--- src/rtl/div_seq_32_pkg.sv ---
// div_seq_32_pkg: state encoding and sizing shared by the sequential divider
package div_seq_32_pkg;
    localparam int DATA_WIDTH = 32;
    localparam int ITER_COUNT = 32;
    localparam int CNT_WIDTH = $clog2(ITER_COUNT);
    localparam logic [CNT_WIDTH-1:0] LAST_ITER = CNT_WIDTH'(ITER_COUNT - 1);
    typedef enum logic [1:0] {
        DIV_IDLE = 2'b00,
        DIV_ITER = 2'b01,
        DIV_DONE = 2'b10
    } div_state_t;
endpackage

--- src/rtl/div_seq_32_rc_add_sub.sv ---
// div_seq_32_rc_add_sub: 32-bit ripple-carry adder/subtractor; sna=1 gives a - b, co=1 means no borrow
module div_seq_32_rc_add_sub
    import div_seq_32_pkg::*;
(
    input  logic [DATA_WIDTH-1:0] a,
    input  logic [DATA_WIDTH-1:0] b,
    input  logic                  sna,
    output logic [DATA_WIDTH-1:0] y,
    output logic                  co
);
    logic [DATA_WIDTH:0] c;
    assign c[0] = sna;
    for (genvar i = 0; i < DATA_WIDTH; i++) begin : g_bit
        logic bx;
        assign bx = b[i] ^ sna;
        assign y[i] = a[i] ^ bx ^ c[i];
        assign c[i+1] = (a[i] & bx) | (c[i] & (a[i] ^ bx));
    end
    assign co = c[DATA_WIDTH];
endmodule

--- src/rtl/div_seq_32.sv ---
// div_seq_32: sequential 32-bit restoring divider, one quotient bit per clock.
// Define DIV_SIGNED_EN to add the SIGNED port and two's-complement (truncating) division.
module div_seq_32
    import div_seq_32_pkg::*;
(
    input  logic                  CLK,
    input  logic                  RST,
    input  logic                  START,
    input  logic [DATA_WIDTH-1:0] A,
    input  logic [DATA_WIDTH-1:0] B,
`ifdef DIV_SIGNED_EN
    input  logic                  SIGNED,
`endif
    output logic [DATA_WIDTH-1:0] Q,
    output logic [DATA_WIDTH-1:0] R,
    output logic                  BUSY,
    output logic                  DONE,
    output logic                  DIV0
);
    div_state_t state, state_nxt;
    logic [CNT_WIDTH-1:0] cnt;
    logic [DATA_WIDTH-1:0] p, d, dvs, diff, p_nxt, d_nxt, a_mag, b_mag, q_fin, r_fin;
    logic div0_r, co, win, accept, last, b_zero, busy_nxt;

    // d doubles as dividend shifter and quotient collector
    div_seq_32_rc_add_sub u_trial (
        .a  ({p[DATA_WIDTH-2:0], d[DATA_WIDTH-1]}),
        .b  (dvs),
        .sna(1'b1),
        .y  (diff),
        .co (co)
    );

    always_comb begin
        win = p[DATA_WIDTH-1] | co;
        p_nxt = win ? diff : {p[DATA_WIDTH-2:0], d[DATA_WIDTH-1]};
        d_nxt = {d[DATA_WIDTH-2:0], win};
    end

`ifdef DIV_SIGNED_EN
    logic a_neg, b_neg, a_sgn, b_sgn, n0_co, n1_co;
    logic [DATA_WIDTH-1:0] n0, n1;
    // negators take operands at capture and the final quotient/remainder on the last iteration
    div_seq_32_rc_add_sub u_neg0 (
        .a  ({DATA_WIDTH{1'b0}}),
        .b  (state == DIV_ITER ? d_nxt : A),
        .sna(1'b1),
        .y  (n0),
        .co (n0_co)
    );
    div_seq_32_rc_add_sub u_neg1 (
        .a  ({DATA_WIDTH{1'b0}}),
        .b  (state == DIV_ITER ? p_nxt : B),
        .sna(1'b1),
        .y  (n1),
        .co (n1_co)
    );
    always_comb begin
        a_neg = SIGNED & A[DATA_WIDTH-1];
        b_neg = SIGNED & B[DATA_WIDTH-1];
        b_zero = n1_co;
        a_mag = a_neg ? n0 : A;
        b_mag = b_neg ? n1 : B;
        q_fin = (a_sgn ^ b_sgn) && !n0_co ? n0 : d_nxt;
        r_fin = a_sgn ? n1 : p_nxt;
    end
    always_ff @(posedge CLK or negedge RST) begin
        if (!RST) begin
            a_sgn <= 1'b0;
            b_sgn <= 1'b0;
        end else if (accept) begin
            a_sgn <= a_neg;
            b_sgn <= b_neg;
        end
    end
`else
    always_comb begin
        b_zero = B == '0;
        a_mag = A;
        b_mag = B;
        q_fin = d_nxt;
        r_fin = p_nxt;
    end
`endif

    always_comb begin
        accept = START && state != DIV_ITER;
        last = state == DIV_ITER && cnt == LAST_ITER;
        state_nxt = accept ? (b_zero ? DIV_DONE : DIV_ITER) :
                    last ? DIV_DONE :
                    state == DIV_DONE ? DIV_IDLE : state;
        busy_nxt = state_nxt == DIV_ITER || last;
    end

    always_ff @(posedge CLK or negedge RST) begin
        if (!RST) state <= DIV_IDLE;
        else state <= state_nxt;
    end

    always_ff @(posedge CLK or negedge RST) begin
        if (!RST) begin
            cnt <= '0;
            p <= '0;
            d <= '0;
            dvs <= '0;
            div0_r <= 1'b0;
            Q <= '0;
            R <= '0;
            BUSY <= 1'b0;
            DONE <= 1'b0;
            DIV0 <= 1'b0;
        end else begin
            BUSY <= busy_nxt;
            DONE <= state == DIV_DONE;
            if (state == DIV_DONE) begin
                Q <= d;
                R <= p;
                DIV0 <= div0_r;
            end
            if (accept) begin
                cnt <= '0;
                dvs <= b_mag;
                d <= b_zero ? '1 : a_mag;
                p <= b_zero ? A : '0;
                div0_r <= b_zero;
            end else if (state == DIV_ITER) begin
                cnt <= cnt + CNT_WIDTH'(1);
                d <= last ? q_fin : d_nxt;
                p <= last ? r_fin : p_nxt;
            end
        end
    end
endmodule
--- config.mk ---
export PLATFORM = sky130hd
export DESIGN_NAME = div_seq_32
export DESIGN_NICKNAME = d
export VERILOG_FILES = /design/src/rtl/div_seq_32_pkg.sv /design/src/rtl/div_seq_32_rc_add_sub.sv /design/src/rtl/div_seq_32.sv
export SDC_FILE = /design/constraint.sdc
export NUM_CORES = 1
export LEC_CHECK = 0
export ABC_AREA = 0
export CAP_MARGIN = 20
export CORE_UTILIZATION = 54
export CTS_BUF_LIST = sky130_fd_sc_hd__clkbuf_16
export DETAILED_ROUTE_END_ITERATION = 16
export GPL_ROUTABILITY_DRIVEN = 0
export PLACE_DENSITY = 0.89
export SLEW_MARGIN = 5
export SYNTH_ARGS = -nofsm -noshare
export SYNTH_HDL_FRONTEND = slang
export SYNTH_SLANG_ARGS = --single-unit
--- constraint.sdc ---
create_clock -name CLK -period 15.25 [get_ports CLK]
set_clock_uncertainty 0.2 [all_clocks]
set_input_delay 3.8125 -clock CLK [delete_from_list [all_inputs] [get_ports CLK]]
set_output_delay 3.8125 -clock CLK [all_outputs]
set_load 0.02 [all_outputs]
==> run_results.csv, run 1 <==
group,metric,value,unit
placement,dp_cells,1031,
floorplanning,pin_count,134,
pwr,leakage,4.411,nW
timing,hold_viol_final,0,
pwr,irDropWorstVdd,0.0001529,V
synth,yosys-top-cells-area,"dfrtp_1 52%, mux2_2 9.7%, fa_1 7.5%",
setup_path,crit_end,"p[0]",
setup_path,path_buf_inv,8,
setup_path,cpPeakStageDelay,700,ps
timing,slew_violations,0,
setup_path,rrSetupSlack,800,ps
synth,ys_ff_latch,171,
cts,clock-sinks,171,
cts,cts_root_buffer,"clkbuf_16",
setup_path,cp_common_cell,"fa_1",
synth,synthDistinctLibCells,38,
floorplanning,die-area,15790,um^2
setup_path,crit_family,"adder cells",
timing,max-slew-margin-rel,31.11,%
synth,async_reset_ff_share,100.0,%
synth,synth_nets,863,
cts,cts_tree,"done",
cts,cts_inserted_buffers,17,
setup_path,crit_type,"flip-flop to flip-flop",
setup_path,critPathSlowestCell,"or2_1",
cts,clk_latency,430,ps
synth,synth-edff-count,0,
timing,rsz0062_at_grt,"false",
global_route,grt_pass1_vias,6246,
synth,synth_area,8258,um^2
setup_path,cp_max_fo,24,
global_route,grtUsageTotal,27.82,%
global_route,grt_remaining_overflow,0,
floorplanning,start_util,55.97,%
timing,period_needed,14450,ps
setup_path,crit_arrival,14510,ps
timing,post-route-period-util,94.74,%
synth,synth-main-ff-cell,"dfrtp_1",
setup_path,reg2reg_depth,44,
synth,netlist.area_leader.share,51.82,%
timing,tightest_slew,1033,ps
cts,clkTransAtPathRegs,60,ps
route,viasPerCell,5.981,
synth,syn_inst,762,
cells_and_area,area_growth,23.49,%
route,drt_iter0_markers,580,
setup_path,rr_endpoint,"p[0]",
timing,tns,0,ps
cts,cts_max_path_buffers,2,
outcome,status,"finished with violations",
route,wl_per_cell,19.61,um
placement,hpwl,13900,um
route,routed-via-count,6358,
cts,htree_levels,4,
pwr,p_per_area,237.0,nW/um^2
run,maxCapViolCount,0,
outcome,violations,"design-rule violations",
synth,yosysSeqAreaShare,51.82,%
synth,yosysTopAreaCell,"dfrtp_1",
global_route,antenna_found_initial,0,
cells_and_area,design_area,10200,um^2
placement,place_area,9614,um^2
cts,post_cts_resized,0,
cells_and_area,drive_gt1_share,12.97,%
setup_path,endpoint_kind,"flip-flop",
setup_path,critical_path_depth,44,
cts,cts_hold_buf,0,
floorplanning,dieHeight,125.7,um
timing,fin_hold_ws,278.0,ps
global_route,grt_max_degree,117,
route,firstDrtPassIters,11,
floorplanning,core_area,14750,um^2
cells_and_area,stdcell_count,1063,
synth,synth.most_common_cell,"dfrtp_1",
route,ant_nets,0,
synth,syn_avg_cell_area,10.84,um^2
cells_and_area,nets,969,
synth,synthTopCellsByCount,"171 x dfrtp_1, 85 x nand2_1, 79 x o21ai_0, 71 x mux2_2, 40 x a21oi_1",
route,drc_errors,8,
cells_and_area,fillers,1059,
setup_path,timing.rr.start,"d[31]",
synth,yosys_warnings,0,
placement,portBuffers,133,
setup_path,cp.required,15320,ps
floorplanning,dieWidth,125.7,um
timing,fmax,0.06921,GHz
floorplanning,rows,44,
min_path,hp-class,"flip-flop to flip-flop",
setup_path,cp-start-kind,"flip-flop",
route,wl,20840,um
setup_path,cp-startpoint,"d[31]",
global_route,grt_pass1_wl,33710,um
cells_and_area,n_antenna_cell,0,
cts,cts_setup_buffers,0,
timing,finalSetupViolations,0,
[logic make-up after synthesis]
group | count (synthesis) | share of synthesized area, %
xor+xnor | 1 | 0.1061
buf+inv | 95 | 5.075
fa+ha+maj | 34 | 7.970
mux | 87 | 11.62
compound gates | 181 | 12.29
simple gates | 193 | 11.12
flops | 171 | 51.82
[state kept, by name, summed over array words and instances, names as in the netlist]
signal	flops
div0_r	1
cnt	5
DIV0	1
p	32
dvs	32
R	32
d	32
Q	32
state	2
BUSY	1
DONE	1
[how the worst min path moves through the flow]
stage               startpoint      to  slack, ps  cells after the start
global route              R[1]    R[1]        310                      2
global placement          R[6]    R[6]        260                      2
finish                    R[3]    R[3]        280                      2
CTS                       R[3]    R[3]        280                      2
floorplan               div0_r  div0_r        240                      2
detailed placement        R[3]    R[3]        270                      2
[power breakdown]
group / total (mW) / internal (mW) / switching [mW] / leakage [nW]
combinational: 1.18 / 0.557 / 0.620 / 2.02
sequential: 0.835 / 0.667 / 0.168 / 2.11
clock: 0.406 / 0.235 / 0.171 / 0.276
total: 2.42 / 1.46 / 0.959 / 4.41
[metrics by stage]
stage               setup slack, ps  util (%)  power (mW)
floorplan                      2403         -       1.579
global placement               1440     65.16       1.913
detailed placement            936.0     65.16       1.972
CTS                           885.9     68.83       2.410
global route                  282.8     69.11       2.582
finish                        802.2     69.11       2.417
[cell usage in the layout, fill, tap and decap left out, types with 3 or more instances in the layout]
master	instances
fa_1	31
nor4_1	6
clkdlybuf4s50_1	132
mux2_2	71
nand2_1	85
o21ai_0	79
ha_1	3
or3_1	15
nor3_1	25
clkbuf_16	17
a211oi_1	22
inv_1	44
o211ai_1	13
buf_4	7
o21ai_1	23
nor2_1	17
dfrtp_1	171
nand3_1	31
a21oi_1	40
mux2i_1	16
[worst reg2reg max path: cells and delay by family, from the launching register on]
family,cells,cell delay [ps]
DFF,1,340
buffers and inverters,8,1050
and+or+nand+nor,1,700
adders and majority gates,32,11650
AOI/OAI and AO/OA,3,360
[layout make-up]
class | count | area (um^2) | share of cell area (%)
clock buffer | 17 | 425.4 | 4.172
clock inverter | 13 | 115.1 | 1.129
inverter | 40 | 150.1 | 1.472
multi-input combinational | 496 | 3570 | 35.01
sequential | 171 | 4279 | 41.96
tap | 184 | 230.2 | 2.258
timing repair buffer | 142 | 1428 | 14.00
[layer usage]
layer,routed length [um],share of wire (%),global-route usage [%]
met2,9531,46,41.37
met1,9473,45,40.58
met3,1359,6.5,5.565
met4,479,2.3,10.69
met5,0,0,0
(Power assumes the default switching activity.)
==> run 2, diff against run 1 <==
- CTS_CLUSTER_DIAMETER: not set -> 120
==> results of run 2 <==
Same layout as run 1: the final DEF is identical, and so are final timing and power.
==> RTL change 1: new RTL, settings of run 2 <==
Register the output `DIV0` once more, without a reset; this adds one clock of latency there. The other outputs are not delayed to match.
--- a/src/rtl/div_seq_32.sv
+++ b/src/rtl/div_seq_32.sv
@@ -18,4 +18,6 @@
     output logic                  DIV0
 );
+
+    logic DIV0_s0;
     div_state_t state, state_nxt;
     logic [CNT_WIDTH-1:0] cnt;
@@ -109,5 +111,5 @@
             BUSY <= 1'b0;
             DONE <= 1'b0;
-            DIV0 <= 1'b0;
+            DIV0_s0 <= 1'b0;
         end else begin
             BUSY <= busy_nxt;
@@ -116,5 +118,5 @@
                 Q <= d;
                 R <= p;
-                DIV0 <= div0_r;
+                DIV0_s0 <= div0_r;
             end
             if (accept) begin
@@ -131,3 +133,7 @@
         end
     end
+    always_ff @(posedge CLK) begin
+        DIV0 <= DIV0_s0;
+    end
+
 endmodule
Formal check against the unedited RTL: not equivalent (Yosys sat finds a counterexample within 4 cycles, from zero or initial values and one cycle with RST low).
==> RTL change 1 against run 2 <==
Total power grew 1.3%; first-iteration DRC count fell by 1.9%; setup slack better by 0.058 ns; sequential cell count rose by 1; count of clock-buffer cells in the layout did not move; design area rose by 0.43%; area after synthesis rose by 0.24%; routed wire length rose by 2.4%; via count rose by 1.3%; highest routed layer unchanged; global-route usage grew 1.0 points.
==> RTL change 1: results (changes against run 2) <==
The run gives 5 (-6) as the first-pass detailed-route iteration total. The tools report the maximum clock insertion buffer count as 2 (unchanged). The run gives 0 (unchanged) as the post-CTS setup buffer count. The tools report the number of instances resized during post-cts repair as 0 (unchanged). The worst hold path begins at DIV0_s0. The logs give 971 (+0.21%) for the number of nets at the end of the flow and 0.43 ns (about the same) for the insertion delay of the later-clocked pin in the worst-skew pair.

The maximum net fanout on the critical path works out to 24 (unchanged). The run gives 0.06542 (+0.009771) as the met3 layer usage reported by global route. The cell class contributing the biggest share of worst-path delay is adder cells.

The biggest cell delay along the critical path was 0.54 ns (-0.16 ns); the global-route track usage on met1 was 0.4024 (-0.003351). The tools report the clock root buffer as clkbuf_16. The path class of the lowest-slack min-delay path is reg2reg.

After synthesis, the cell types taking the most area are dfrtp_1 (52%), mux2_2 (9.7%), fa_1 (7.5%), o21ai_0 (4.8%), nand2_1 (3.9%). The logs give 0 (unchanged) for the initial antenna violation count and 0.5193 (+0.001165) for the post-synthesis sequential area ratio. The run gives 4.427 nW (+0.38%) as the leakage component of the power.

The total half-perimeter wirelength after legalization and detailed placement is 14.27 mm (+2.7%). The via count of the first global-routing pass is 6,450 (+3.3%). The number of CTS-inserted buffers is 17 (unchanged). The logs give 0.2884 (+0.01030) for the global-route usage over all layers and 9642 um^2 (+0.29%) for the standard cell area after detailed placement.

The run finished with clean final reports. The number of port buffers is 133 (unchanged). The most critical setup path has its startpoint at d[31].

The logs give 0 (unchanged) for the number of warnings printed during yosys synthesis and 0.0001376 V (-10%) for the maximum resistive drop on vdd. The logs give 569 (-1.9%) for the initial detailed-routing violation count and 6,442 (+1.3%) for the via total after detailed routing. The logs give 0.4428 (+0.02908) for the met2 usage and 864 (+0.12%) for the total nets after synthesis. The relative slew slack is 0.3243 (+0.01313), and the number of filler instances in the final layout is 1,033 (-2.5%).

For the first-pass GRT wire length, the log shows 34.91 mm (+3.6%). The ratio of cells with drive above 1 in the final layout was 0.1317 (+0.001976); the total routed wirelength was 21.35 mm (+2.4%). The antenna cell count is 0 (unchanged). The proportion of synthesized flip-flops having asynchronous set or reset was 0.9942 (-0.005814). The logs give 39 (+2.6%) for the number of distinct library cells after synthesis and 4 (unchanged) for the H-tree depth.

The largest net degree at the start of global routing is 95 (-19%). In the synthesized netlist the dominant register cell turns out to be dfrtp_1.
==> RTL change 1: cell types whose count changed in the layout (fill, tap and decap cells not counted) <==
| cell | run 2 | this run |
|---|---|---|
| bufinv_16 | 2 | 3 |
| buf_6 | 1 | 2 |
| clkinv_2 | 1 | 3 |
| buf_8 | 1 | 0 |
| buf_4 | 7 | 8 |
| dfxtp_1 | 0 | 1 |
| inv_1 | 44 | 41 |
| clkinv_1 | 2 | 4 |
| inv_6 | 1 | 0 |
| clkinvlp_4 | 2 | 1 |
==> RTL change 1: logic make-up after synthesis <==
group           after synthesis  share of synthesized area
simple gates                193                     0.1109
xor+xnor                      1                   0.001058
buf+inv                      95                    0.05063
mux                          87                     0.1159
flops                       172                     0.5193
compound gates              181                     0.1226
fa+ha+maj                    34                    0.07951
==> RTL change 1: final timing paths <==
check / to / slack (ns) / depth (start not counted)
max reg2reg: p[17] / 0.86 / 44
max in group asynchronous: d[17] / 10.48 / 3
min: DIV0 / 0.17 / 0
min in group asynchronous: R[0] / 3.20 / 1
max: p[17] / 0.86 / 44
min reg2reg: DIV0 / 0.17 / 0
==> RTL change 1: cell type report <==
type | count | share of cell area
Clock buffer | 17 | 0.04154
Clock inverter | 13 | 0.01319
Inverter | 40 | 0.01466
Multi-Input combinational cell | 496 | 0.3486
Sequential cell | 172 | 0.4198
Tap cell | 184 | 0.02248
Timing Repair Buffer | 143 | 0.1398
==> RTL change 1: power by group <==
group	internal, mW	leakage (nW)	switching [mW]
Clock	0.251	0.281	0.172
Sequential	0.669	2.12	0.170
Combinational	0.556	2.03	0.632
Total	1.48	4.43	0.973
==> RTL change 1: routing by layer <==
| metal | vias up | wire length (um) | part of all wire |
|---|---|---|---|
| met3 | 49 | 1790 | 0.084 |
| met5 | - | 0 | 0 |
| li1 | 2847 | - | - |
| met4 | 0 | 536 | 0.025 |
| met2 | 344 | 10000 | 0.47 |
| met1 | 3202 | 9017 | 0.42 |
==> RTL change 1: worst register-to-register path, delay by kind of cell (launching register included) <==
kind                       cells  cell delay, ns
buffers and inverters          8            1.05
AOI/OAI and AO/OA              3            0.39
adders and majority gates     32           11.74
and+or+nand+nor                1            0.55
DFF                            1            0.34
==> RTL change 1: through the flow <==
step                worst slack (ns)  std cells  total power [mW]    util
finish                        0.8603       1065             2.449  0.6941
global route                  0.3725       1065             2.621  0.6941
CTS                            1.010       1063             2.435  0.6915
detailed placement             1.019       1033             1.981  0.6535
global placement               1.537       1033             1.915  0.6535
floorplan                      2.403        763             1.581       -
==> RTL change 2: new RTL, config.mk and constraints of run 2 <==
Made on the original files. The package constant `ITER_COUNT` goes from 32 to 64.
--- a/src/rtl/div_seq_32_pkg.sv
+++ b/src/rtl/div_seq_32_pkg.sv
@@ -2,5 +2,5 @@
 package div_seq_32_pkg;
     localparam int DATA_WIDTH = 32;
-    localparam int ITER_COUNT = 32;
+    localparam int ITER_COUNT = 64;
     localparam int CNT_WIDTH = $clog2(ITER_COUNT);
     localparam logic [CNT_WIDTH-1:0] LAST_ITER = CNT_WIDTH'(ITER_COUNT - 1);
Formal check against the unedited RTL: no difference found for any inputs over 10 cycles, from zero or initial values and one cycle with RST low; that may be too few to reach the edited logic, so the function may still have changed.
==> RTL change 2 against run 2 <==
Total power decreased by 18%; count of clock-buffer cells in the layout unchanged; area after synthesis increased by 0.95%; clock power about the same; combinational power decreased by 29%; setup slack improved by 0.13 ns; sequential share of layout area decreased by 0.063 points; die area increased by 0.94%; routed wire length increased by 0.98%; sequential cell count increased by 1; design area increased by 0.74%; highest routed layer unchanged.
==> RTL change 2: results (changes against run 2) <==
The post-CTS setup buffer count came out at 0 (unchanged). The via total after detailed routing came out at 6,356 (-0.031%). The maximum resistive drop on vdd came out at 0.0001071 V (-30%). For the antenna cell count, the log shows 0 (unchanged).

The logs give 0.3459 (+0.03481) for the relative slew slack and 45 (+18%) for the number of distinct library cells after synthesis. Standard cell with the maximum stage delay on the critical path: or2_1. The run gives 5 (-6) as the first-pass detailed-route iteration total. For the standard cell area after detailed placement, the log shows 9684 um^2 (+0.73%). By count the netlist is led by dfrtp_1 (172), nand2_1 (96), o21ai_0 (96).

Number of vias per cell after detailed routing: 5.951 (-0.50%). The leakage component of the power is 4.468 nW (+1.3%). The hold violation total from the final report was 0 (unchanged); the insertion delay of the later-clocked pin in the worst-skew pair was 0.43 ns (about the same).

The average detailed-routed wire length per instance was 19.71 um (+0.51%); the biggest cell delay along the critical path was 0.59 ns (-0.11 ns). The capturing element of the worst setup path is p[10]. First-pass GRT wire length: 34.20 mm (+1.5%). The startpoint identified for the worst hold timing path is R[25].

The global-route usage over all layers came out at 0.2810 (+0.002801). The total half-perimeter wirelength after legalization and detailed placement is 14.13 mm (+1.7%). The logs give 0.5163 (-0.001898) for the post-synthesis sequential area ratio and 17 (unchanged) for the number of CTS-inserted buffers.

Yosys attributes the largest share of cell area to dfrtp_1 (52%), mux2_2 (9.5%), fa_1 (7.4%), o21ai_0 (5.8%), nand2_1 (4.3%). For hold timing, the worst endpoint is R[25]. The instance count of the mapped netlist is 762 (unchanged), and the ratio of cells with drive above 1 in the final layout is 0.1386 (+0.008944). The tools report the total nets after synthesis as 862 (-0.12%).

The maximum clock insertion buffer count was 2 (unchanged); the number of port buffers was 133 (unchanged). The cell depth of the worst flop-to-flop path came out at 42 (-4.5%). The number of nets at the end of the flow is 967 (-0.21%). The register-to-register path setup slack is 0.93 ns (+0.13 ns), and the number of instances resized during post-cts repair is 0 (unchanged). The maximum net fanout on the critical path was 25 (+4.2%); the largest net degree at the start of global routing was 95 (-19%). The proportion of synthesized flip-flops having asynchronous set or reset works out to 1.000 (unchanged).

The critical path arrival is 14.39 ns (-0.12 ns). Initial antenna violation count: 1 (+1). The flow ran to the end, and the final reports show no timing, DRC or antenna violations.

The initial detailed-routing violation count was 619 (+6.7%). The worst hold path cell count works out to 2 (unchanged). The logs give 1,077 (+1.7%) for the number of filler instances in the final layout and 1,034 (+0.29%) for the instance count after placement with tap cells included.

The number of warnings printed during yosys synthesis came out at 0 (unchanged).
-- RTL change 2: layout make-up --
class | instances | area (um^2) | area share
clock buffer | 17 | 425.4 | 0.04141
timing repair buffer | 142 | 1423 | 0.1385
inverter | 38 | 142.6 | 0.01389
sequential | 172 | 4304 | 0.4190
multi-input combinational | 496 | 3622 | 0.3526
clock inverter | 15 | 120.1 | 0.01169
tap | 188 | 235.2 | 0.02290
-- RTL change 2: where the power goes --
group | internal, mW | leakage (nW) | switching (mW)
combinational | 0.396 | 2.11 | 0.438
clock | 0.235 | 0.290 | 0.171
sequential | 0.605 | 2.07 | 0.128
-- RTL change 2: cell families (layout without fill, tap and decap cells) --
logic type | Yosys count | after routing | synth area share
simple gates | 191 | 191 | 0.1072
flops | 172 | 172 | 0.5163
xor+xnor | 1 | 1 | 0.001051
fa+ha+maj | 33 | 33 | 0.07744
buf+inv | 94 | 212 | 0.05073
mux | 94 | 94 | 0.1240
compound gates | 177 | 177 | 0.1234
-- RTL change 2: routing by layer --
metal,vias up,track usage,wire length (um)
li1,2849,-,-
met1,3161,0.3845,8719
met2,302,0.4322,9992
met3,44,0.07052,1803
met4,0,0.1127,534
met5,-,0,0
-- RTL change 2: worst max-delay path: cells and delay by family (launching register included) --
kind | cells | cell delay (ns)
DFF | 1 | 0.35
adders and majority gates | 32 | 11.60
buffers and inverters | 6 | 1.00
and+or+nand+nor | 1 | 0.59
AOI/OAI and AO/OA | 3 | 0.43
-- RTL change 2: per-stage QoR --
stage | util | hold WS (ns) | setup slack, ns
final | 0.6782 | 0.2765 | 0.9307
after global routing | 0.6782 | 0.3099 | 0.5053
after CTS | 0.6754 | 0.2825 | 0.9854
after detailed placement | 0.6394 | 0.2688 | 1.120
after global placement | 0.6394 | 0.2600 | 1.494
after floorplan | - | 0.2410 | 2.457
